## src/rtl/irrigation_timer_pkg.sv

```systemverilog
`default_nettype none
// ============================================================================
//  Module   : irrigation_timer_pkg
//  Purpose  : Shared types and constants for the irrigation countdown timer:
//             FSM state encoding, BCD digit widths/limits and a helper that
//             splits a whole-minute count into tens/units BCD digits.
//  Ports    : none (package)
//  Revision : 1.0 - initial release
// ============================================================================
package irrigation_timer_pkg;

    typedef enum logic [1:0] {
        ST_LOAD = 2'b00,
        ST_RUN  = 2'b01,
        ST_DONE = 2'b10
    } state_t;

    // Digit widths: seconds units / seconds tens / minutes units / minutes tens
    localparam int C_SEC_U_W = 4;
    localparam int C_SEC_D_W = 3;
    localparam int C_MIN_U_W = 4;
    localparam int C_MIN_D_W = 2;

    // Largest legal value of each digit
    localparam int C_SEC_U_MAX = 9;
    localparam int C_SEC_D_MAX = 5;
    localparam int C_MIN_U_MAX = 9;
    localparam int C_MIN_D_MAX = 3;

    typedef struct packed {
        logic [C_MIN_D_W-1:0] tens;
        logic [C_MIN_U_W-1:0] units;
    } bcd_min_t;

    // Whole minutes (1..39) to BCD tens/units
    function automatic bcd_min_t min_to_bcd(input int unsigned m);
        bcd_min_t r;
        r.tens  = C_MIN_D_W'(m / 10);
        r.units = C_MIN_U_W'(m % 10);
        return r;
    endfunction

endpackage
`default_nettype wire

```

## src/rtl/bcd_down_digit.sv

```systemverilog
`default_nettype none
// ============================================================================
//  Module   : bcd_down_digit
//  Purpose  : One down-counting BCD digit of a borrow chain. Wraps 0 -> MAX
//             and raises borrow_out when it wraps.
//  Ports    : clock, reset (async, active-high)
//             load/load_val  - synchronous load, has priority over counting
//             borrow_in      - decrement request from the lower digit
//             value          - current digit
//             borrow_out     - value==0 && borrow_in
//  Revision : 1.0 - initial release
// ============================================================================
module bcd_down_digit #(
    parameter int WIDTH = 4,
    parameter int MAX   = 9
) (
    input  logic             clock,
    input  logic             reset,
    input  logic             load,
    input  logic [WIDTH-1:0] load_val,
    input  logic             borrow_in,
    output logic [WIDTH-1:0] value,
    output logic             borrow_out
);

    logic [WIDTH-1:0] value_q;
    logic [WIDTH-1:0] value_d;

    always_comb begin
        value_d = value_q;
        if (load) begin
            value_d = load_val;
        end else if (borrow_in) begin
            value_d = (value_q == '0) ? WIDTH'(MAX) : (value_q - WIDTH'(1));
        end
    end

    always_ff @(posedge clock or posedge reset) begin
        if (reset) begin
            value_q <= '0;
        end else begin
            value_q <= value_d;
        end
    end

    assign value      = value_q;
    assign borrow_out = (value_q == '0) && borrow_in;

endmodule
`default_nettype wire

```

## src/rtl/irrigation_countdown_timer.sv

```systemverilog
`default_nettype none
// ============================================================================
//  Module   : irrigation_countdown_timer
//  Purpose  : mm:ss BCD countdown for the irrigation subsystem. Presents the
//             mode preset while in LOAD, counts down one second per tick in
//             RUN, pulses done and holds 00:00 in DONE until reset.
//  Ports    : clock, reset (async, active-high), tick (1 Hz enable),
//             splinker_mode_on (1 = sprinkler, 0 = drip),
//             seconds_u/seconds_d/minutes_u/minutes_d (BCD digits),
//             running (state RUN), done (one-cycle pulse on reaching 00:00)
//  Revision : 1.0 - initial release
// ============================================================================
module irrigation_countdown_timer
    import irrigation_timer_pkg::*;
#(
    parameter int SPRINKLER_MIN = 5,
    parameter int DRIP_MIN      = 30
) (
    input  logic                 clock,
    input  logic                 reset,
    input  logic                 tick,
    input  logic                 splinker_mode_on,
    output logic [C_SEC_U_W-1:0] seconds_u,
    output logic [C_SEC_D_W-1:0] seconds_d,
    output logic [C_MIN_U_W-1:0] minutes_u,
    output logic [C_MIN_D_W-1:0] minutes_d,
    output logic                 running,
    output logic                 done
);

    localparam bcd_min_t C_SPR_PRESET  = min_to_bcd(SPRINKLER_MIN);
    localparam bcd_min_t C_DRIP_PRESET = min_to_bcd(DRIP_MIN);

    state_t   state_q, state_d;
    logic     done_q, done_d;
    bcd_min_t w_preset;

    logic [C_SEC_U_W-1:0] w_su;
    logic [C_SEC_D_W-1:0] w_sd;
    logic [C_MIN_U_W-1:0] w_mu;
    logic [C_MIN_D_W-1:0] w_md;
    logic w_su_borrow, w_sd_borrow, w_mu_borrow, w_md_borrow;
    logic w_dec, w_illegal, w_load, w_at_one;
    logic [C_MIN_U_W-1:0] w_mu_ld;
    logic [C_MIN_D_W-1:0] w_md_ld;

    assign w_preset = splinker_mode_on ? C_SPR_PRESET : C_DRIP_PRESET;
    assign w_dec    = (state_q == ST_RUN) && tick;

    // A borrow out of the minutes-tens digit means the count ran below
    // 00:00, which is treated like any other corrupted digit.
    assign w_illegal = (w_su > C_SEC_U_W'(C_SEC_U_MAX)) ||
                       (w_sd > C_SEC_D_W'(C_SEC_D_MAX)) ||
                       (w_mu > C_MIN_U_W'(C_MIN_U_MAX)) ||
                       w_md_borrow;

    // Registers load the preset in LOAD and zero in DONE; a corrupted
    // value seen in RUN is cleared on the same edge that enters DONE.
    assign w_load  = (state_q != ST_RUN) || w_illegal;
    assign w_mu_ld = (state_q == ST_LOAD) ? w_preset.units : '0;
    assign w_md_ld = (state_q == ST_LOAD) ? w_preset.tens  : '0;

    assign w_at_one = (w_su == C_SEC_U_W'(1)) && (w_sd == '0) &&
                      (w_mu == '0) && (w_md == '0);

    bcd_down_digit #(.WIDTH(C_SEC_U_W), .MAX(C_SEC_U_MAX)) u_sec_u (
        .clock(clock), .reset(reset), .load(w_load), .load_val('0),
        .borrow_in(w_dec), .value(w_su), .borrow_out(w_su_borrow)
    );
    bcd_down_digit #(.WIDTH(C_SEC_D_W), .MAX(C_SEC_D_MAX)) u_sec_d (
        .clock(clock), .reset(reset), .load(w_load), .load_val('0),
        .borrow_in(w_su_borrow), .value(w_sd), .borrow_out(w_sd_borrow)
    );
    bcd_down_digit #(.WIDTH(C_MIN_U_W), .MAX(C_MIN_U_MAX)) u_min_u (
        .clock(clock), .reset(reset), .load(w_load), .load_val(w_mu_ld),
        .borrow_in(w_sd_borrow), .value(w_mu), .borrow_out(w_mu_borrow)
    );
    bcd_down_digit #(.WIDTH(C_MIN_D_W), .MAX(C_MIN_D_MAX)) u_min_d (
        .clock(clock), .reset(reset), .load(w_load), .load_val(w_md_ld),
        .borrow_in(w_mu_borrow), .value(w_md), .borrow_out(w_md_borrow)
    );

    // State register
    always_ff @(posedge clock or posedge reset) begin
        if (reset) begin
            state_q <= ST_LOAD;
            done_q  <= 1'b0;
        end else begin
            state_q <= state_d;
            done_q  <= done_d;
        end
    end

    // Next-state logic. LOAD always leaves after one edge; the decrement is
    // gated by state_q == ST_RUN so a tick on that edge is ignored.
    always_comb begin
        state_d = state_q;
        done_d  = 1'b0;
        case (state_q)
            ST_LOAD: state_d = ST_RUN;
            ST_RUN: begin
                if (w_illegal) begin
                    state_d = ST_DONE;
                end else if (tick && w_at_one) begin
                    state_d = ST_DONE;
                    done_d  = 1'b1;
                end
            end
            ST_DONE: state_d = ST_DONE;
            default: state_d = ST_DONE;
        endcase
    end

    // Outputs. In LOAD the digits bypass the registers so the live mode
    // preset is visible while reset is still held.
    always_comb begin
        running = (state_q == ST_RUN);
        done    = done_q;
        if (state_q == ST_LOAD) begin
            seconds_u = '0;
            seconds_d = '0;
            minutes_u = w_preset.units;
            minutes_d = w_preset.tens;
        end else begin
            seconds_u = w_su;
            seconds_d = w_sd;
            minutes_u = w_mu;
            minutes_d = w_md;
        end
    end

endmodule
`default_nettype wire

```

## config.mk

```make
export PLATFORM = sky130hd
export DESIGN_NAME = irrigation_countdown_timer
export DESIGN_NICKNAME = d
export VERILOG_FILES = /design/src/rtl/irrigation_timer_pkg.sv /design/src/rtl/bcd_down_digit.sv /design/src/rtl/irrigation_countdown_timer.sv
export SDC_FILE = /design/constraint.sdc
export NUM_CORES = 1
export LEC_CHECK = 0
export CAP_MARGIN = 20
export CORE_MARGIN = 2
export CORE_UTILIZATION = 52
export CTS_BUF_LIST = sky130_fd_sc_hd__clkbuf_16
export DETAILED_ROUTE_END_ITERATION = 8
export PLACE_DENSITY_LB_ADDON = 0.05
export SYNTH_ARGS = -nofsm -noshare
export SYNTH_HDL_FRONTEND = slang
export SYNTH_SLANG_ARGS = --single-unit
```

## constraint.sdc

```tcl
create_clock -name clock -period 2.81 [get_ports clock]
set_clock_uncertainty 0.15 [all_clocks]
set_input_delay 0.4215 -clock clock [delete_from_list [all_inputs] [get_ports clock]]
set_output_delay 0.4215 -clock clock [all_outputs]
set_load 0.01 [all_outputs]
```

# After elaboration in Yosys (flattened, before gate mapping)
# Index checks and enable logic that the tools add are counted.
dict set report totals {
  reg_bits 16
  latch_bits 0
  mem_bits_rw 0
  romBits 0
  input_bits 4
  word_cells 64
  mem_count 0
}
dict set report op_classes {
  add_sub_neg 4
  mul 0
  div 0
  magnitude_cmp 3
  n_eq_ne 4
  shifts 0
  muxes 25
  n_bitwise 0
  n_reduce_logical 22
}
# cell n
set ops {}
lappend ops {{4-bit 2-to-1 mux} 9}
lappend ops {{2-bit 2-to-1 mux} 7}
lappend ops {{3-bit 2-to-1 mux} 4}
lappend ops {{1-bit logical AND} 9}
lappend ops {{4-bit greater-than comparator, second input constant} 2}
lappend ops {{4-bit zero test} 2}
lappend ops {{2-bit nonzero test} 4}
lappend ops {{4-bit by 1-bit subtractor with 4-bit output, second input constant} 2}
lappend ops {{6-bit 2-to-1 mux} 1}
lappend ops {{4-bit by 1-bit equality test with 1-bit output, second input constant} 1}
lappend ops {{2-bit zero test} 2}
lappend ops {{1-bit logical OR} 4}
lappend ops {{2-bit case mux with 2 select lines} 1}
lappend ops {{3-bit greater-than comparator, second input constant} 1}
lappend ops {{3-bit zero test} 1}
lappend ops {{1-bit 2-to-1 mux} 3}
lappend ops {{3-bit by 1-bit != test with 1-bit output, second input constant} 1}
lappend ops {{3-bit by 1-bit subtractor with 3-bit output, second input constant} 1}
lappend ops {{2-bit by 1-bit equality test with 1-bit output, second input constant} 1}
lappend ops {{2-bit by 1-bit != test with 1-bit output, second input constant} 1}
lappend ops {{2-bit by 1-bit subtractor with 2-bit output, second input constant} 1}

# Depth between registers and ports, before layout
dict set report logic_depth {
  ltp_word 9
  mapped_depth 7
  depth_no_buf 6
}

# Cells and area by module
# From an unflattened synthesis, not the netlist that was laid out.
dict set report unflattened {
  hier_cells 121
  area_unflattened_um2 1093.5
}
# module n_inst cells_each area_per_inst_um2 seq_area_each_um2
set modules_own_cells {}
lappend modules_own_cells {{bcd_down_digit at u_min_u ...} 2 23 226.5 100.1}
lappend modules_own_cells {irrigation_countdown_timer 1 41 324.1 75.1}
lappend modules_own_cells {{bcd_down_digit at u_sec_d} 1 20 191.4 75.1}
lappend modules_own_cells {{bcd_down_digit at u_min_d} 1 14 125.1 50.0}

# Worst setup path before layout
# No wires, ideal clock.
dict set report synth_path {
  kind {reg2reg}
  start {reg u_sec_u.value_q[0] (netlist: u_sec_u.value[0])}
  end {reg u_min_u.value_q[2] (netlist: u_min_u.value[2])}
  arrival_ps 1789
  t_required_ps 2536
  slack_ps 747
  path_stages_with_launch 8
  synth_period_minus_slack_ps 2063
  path_cell_list {dfrtp_1 inv_1 ha_1 or3b_1 buf_6 nor4_1 mux2i_1 o21ai_2}
}
dict set report synth_via {
  elab_chain_cells 8
}
# element line
set synth_rtl {}
lappend synth_rtl {{from (decl)} bcd_down_digit.sv:26} ;# logic [WIDTH-1:0] value_q;
lappend synth_rtl {{from (signal assigned)} bcd_down_digit.sv:42} ;# value_q <= value_d;
lappend synth_rtl {{parallel branches: the longest is 8 deep, another holds 4-bit greater-than comparator} -}
lappend synth_rtl {{to (signal assigned)} bcd_down_digit.sv:42}
lappend synth_rtl {{to (decl)} bcd_down_digit.sv:26}
# Parallel ways; which one is timed is not known.
# A chain may end at the register's enable or synchronous reset.

# Worst setup path after layout
dict set report layout_path {
  start {reg state_q[0]}
  end {out minutes_d[0]}
}
dict set report layout_via {
  elab_chain_cells 2
}
# element line
set layout_rtl {}
lappend layout_rtl {{from (decl)} irrigation_countdown_timer.sv:34} ;# state_t state_q, state_d;
lappend layout_rtl {{from (signal assigned)} irrigation_countdown_timer.sv:89} ;# state_q <= state_d;
lappend layout_rtl {{2-bit zero test} irrigation_countdown_timer.sv:119} ;# if (state_q == ST_LOAD) begin
lappend layout_rtl {{2-bit 2-to-1 mux} irrigation_countdown_timer.sv:119}
lappend layout_rtl {{to (decl)} irrigation_countdown_timer.sv:26} ;# output logic [C_MIN_D_W-1:0] minutes_d,
# No other way between the ends.

==> results.py <==
metrics = {
    "placement": {
        "port_buffers": 18,
        "place.gp.congestion": 0.8261,
        "place_area_mm2": 0.001334,
        "hpwl_um": 1917,
    },
    "routing": {
        "drtPass1Iterations": 5,
        "wirelength_um": 2641,
        "drt_iter0_drc": 20,
        "vias_per_cell": 6.048,
        "drtAntennaViolNets": 0,
        "vias": 1016,
        "drcViolationCount": 0,
        "wl_per_cell_um": 15.72,
    },
    "die": {
        "die_x_um": 50.41,
        "die_height_um": 50.41,
        "core_region_area_mm2": 0.002002,
        "ios": 19,
        "dieArea_mm2": 0.002541,
        "rows": 16,
        "start_util_pct": 55.94,
    },
    "synth": {
        "synth.area.top_cells": "dfrtp_1, ha_1, nor2_1",
        "synth.largest_area_cell": "dfrtp_1",
        "avgSynthCellArea_um2": 9.332,
        "synth_top_cell_area_share_pct": 35.75,
        "syn-cell-area_mm2": 0.001120,
        "synth_ff_type": "dfrtp_1",
        "synth_fp_nets": 130,
        "yosys_warnings": 0,
        "seq_area_frac_synth_pct": 35.75,
        "synthXorXnorAreaFrac_pct": 0.7821,
        "ys_ff_latch": 16,
        "synth_fa_ha_area_share_pct": 6.704,
        "synth_compound_area_share_pct": 17.99,
        "postSynth.asyncResetShare_pct": 100.0,
        "synthCells": 120,
        "synth_edf_count": 0,
        "synth_top_family_by_area": "simple AND/OR/NAND/NOR gates",
        "yosys.area_share.simple_pct": 30.06,
        "muxShareOfSynthArea_pct": 2.682,
        "synth_cell_types": 43,
    },
    "global_route": {
        "gr-total-overflow": 0,
        "grt_use_total_pct": 23.09,
        "antenna_found_initial": 0,
        "grt_max_degree": 17,
        "grt_pass1_vias": 959,
        "grt_first_pass_wirelength_um": 4471,
    },
    "power": {
        "leakage_nw": 0.5806,
        "power_density_mw_per_mm2": 514.4,
        "finalPower_mw": 0.7247,
        "peakVddDrop_uv": 413.0,
    },
    "finish": {
        "fin_area_mm2": 0.001409,
        "syn_to_final_growth_pct": 25.81,
        "nNetsFinal": 153,
        "drive_gt1_share_pct": 10.64,
        "num_antenna_cells": 0,
        "utilization_pct": 70.38,
    },
    "cts": {
        "cts_resized": 0,
        "post-cts-setup-buffers": 0,
        "cts.htree.levels": 1,
        "cts_buffers": 3,
        "cts_tree": "done",
        "hold_buffers": 0,
        "path_clk_slew_ps": 50,
        "max-clock-path-buffers": 2,
        "ctsRootBufferMaster": "clkbuf_16",
        "cts_sinks": 16,
        "clk_latency_ps": 240,
    },
    "worst_setup_path": {
        "slowest_stage": "clkdlybuf4s50_1",
        "cp_slowest_stage_delay_ps": 530,
        "crit_path_cell_trace": "nor2_1 -> buf_4 -> nand2_1 -> o21a_1 -> clkdlybuf4s50_1",
        "cp-start-kind": "flop",
        "ff2ff_setup_slack_ps": 460,
        "cp-end-kind": "output pin",
        "crit_required_ps": 2240,
        "arrival_ps": 1950,
        "worstSetupPathType": "flop to output pin",
        "critPathMaxFanout": 9,
    },
    "timing": {
        "slew_viol_final": 0,
        "hold_viol_final": 0,
        "relSlewSlack_pct": 54.74,
        "worst_pin_slew_ps": 669.4,
        "setup_viol": 0,
        "finalSetupTns_ps": 0,
        "finalCritPeriodShare_pct": 89.80,
        "fmax_mhz": 396.3,
        "rsz0062_at_grt": "no",
        "period_needed_ps": 2523,
    },
    "job": {
        "drv_cap": 0,
    },
    "min_path": {
        "hp-class": "input pin to asynchronous set/reset pin",
    },
    "run_status": {
        "outcome": "completed",
    },
}
## flip-flops by register name, indices dropped and copies added, names as in the netlist
| register | count |
|---|---|
| done | 1 |
| u_sec_u.value | 4 |
| u_sec_d.value | 3 |
| state_q | 2 |
| u_min_u.value | 4 |
| u_min_d.value | 2 |
## power breakdown
| part | internal [mW] | switching [mW] |
|---|---|---|
| Clock | 0.186 | 0.0829 |
| Combinational | 0.0961 | 0.0878 |
| Sequential | 0.245 | 0.0264 |
| Total | 0.528 | 0.197 |
## worst paths after layout
check / start / to / depth (start not counted)
hold / removal: reset / state_q[0] / 2
min in group clock: u_sec_u.value[1] / u_sec_u.value[1] / 2
setup / recovery: state_q[0] / minutes_d[0] / 5
max in group asynchronous: reset / u_sec_d.value[2] / 2
hold reg to reg: u_sec_u.value[1] / u_sec_u.value[1] / 2
setup reg to reg: u_sec_u.value[0] / u_min_u.value[0] / 6
## cells in the mapped netlist, drive strengths merged, types with 2 or more instances
master,count
nor3b,3
a211oi,2
a21oi,6
o21bai,2
inv,12
dfrtp,16
o21ai,7
mux2i,3
nor2,14
nor4,4
buf,2
nor2b,7
or3b,2
or2,3
o21a,3
nand3b,2
a311oi,2
nand2b,2
nor3,5
ha,6
## per-stage QoR
stage	hold slack [ps]	instances	setup slack (ps)
floorplan	185.2	120	747.0
global placement	384.5	165	512.7
detailed placement	403.9	165	436.5
CTS	413.6	168	276.9
global route	463.3	168	163.1
finish	405.9	168	286.5
## kinds of logic after synthesis
| family | Yosys count |
|---|---|
| AND/OR/NAND/NOR | 50 |
| XOR/XNOR | 1 |
| multiplexers | 3 |
| adder cells (fa/ha/maj) | 6 |
| flip-flops | 16 |
| AO/OA/AOI/OAI | 29 |
| buffers and inverters | 15 |
## routing by layer
metal  vias up  track usage [%]  part of all wire, %
met5         -                0                    0
met4         0            7.207                 0.61
met3         4            3.571                  4.5
met2        26            37.72                   47
met1       506            31.43                   48
li1        480                -                    -
## cell type report
type / count / area (µm²)
fillers: 164 / 593.1
clock buffers: 3 / 75.07
well taps: 27 / 33.78
flip-flops and latches: 16 / 400.4
multi-input cells: 89 / 651.9
repair buffers: 21 / 202.7
inverters: 12 / 45.04
## critical path: cells and delay by family (launching register included)
family,cells,cell delay (ps)
simple gates,2,300
compound gates,1,170
buf+inv,2,710
flops,1,520
## layout by cell type (no fill, tap or decap), types with 2 or more instances in the layout
cell type and count:
mux2i_1 3, nor4_1 3, o21bai_1 2, o21ai_0 6, nor2b_1 7, nor3b_1 3, a21oi_1 6, o21a_1 3
or2_2 3, clkdlybuf4s50_1 18, nor2_1 14, dfrtp_1 16, nor3_1 4, nand2b_1 2, a311oi_1 2, nand3b_1 2
ha_1 6, inv_1 12, clkbuf_16 3, buf_4 3
Power figures use the tool's default switching activity.
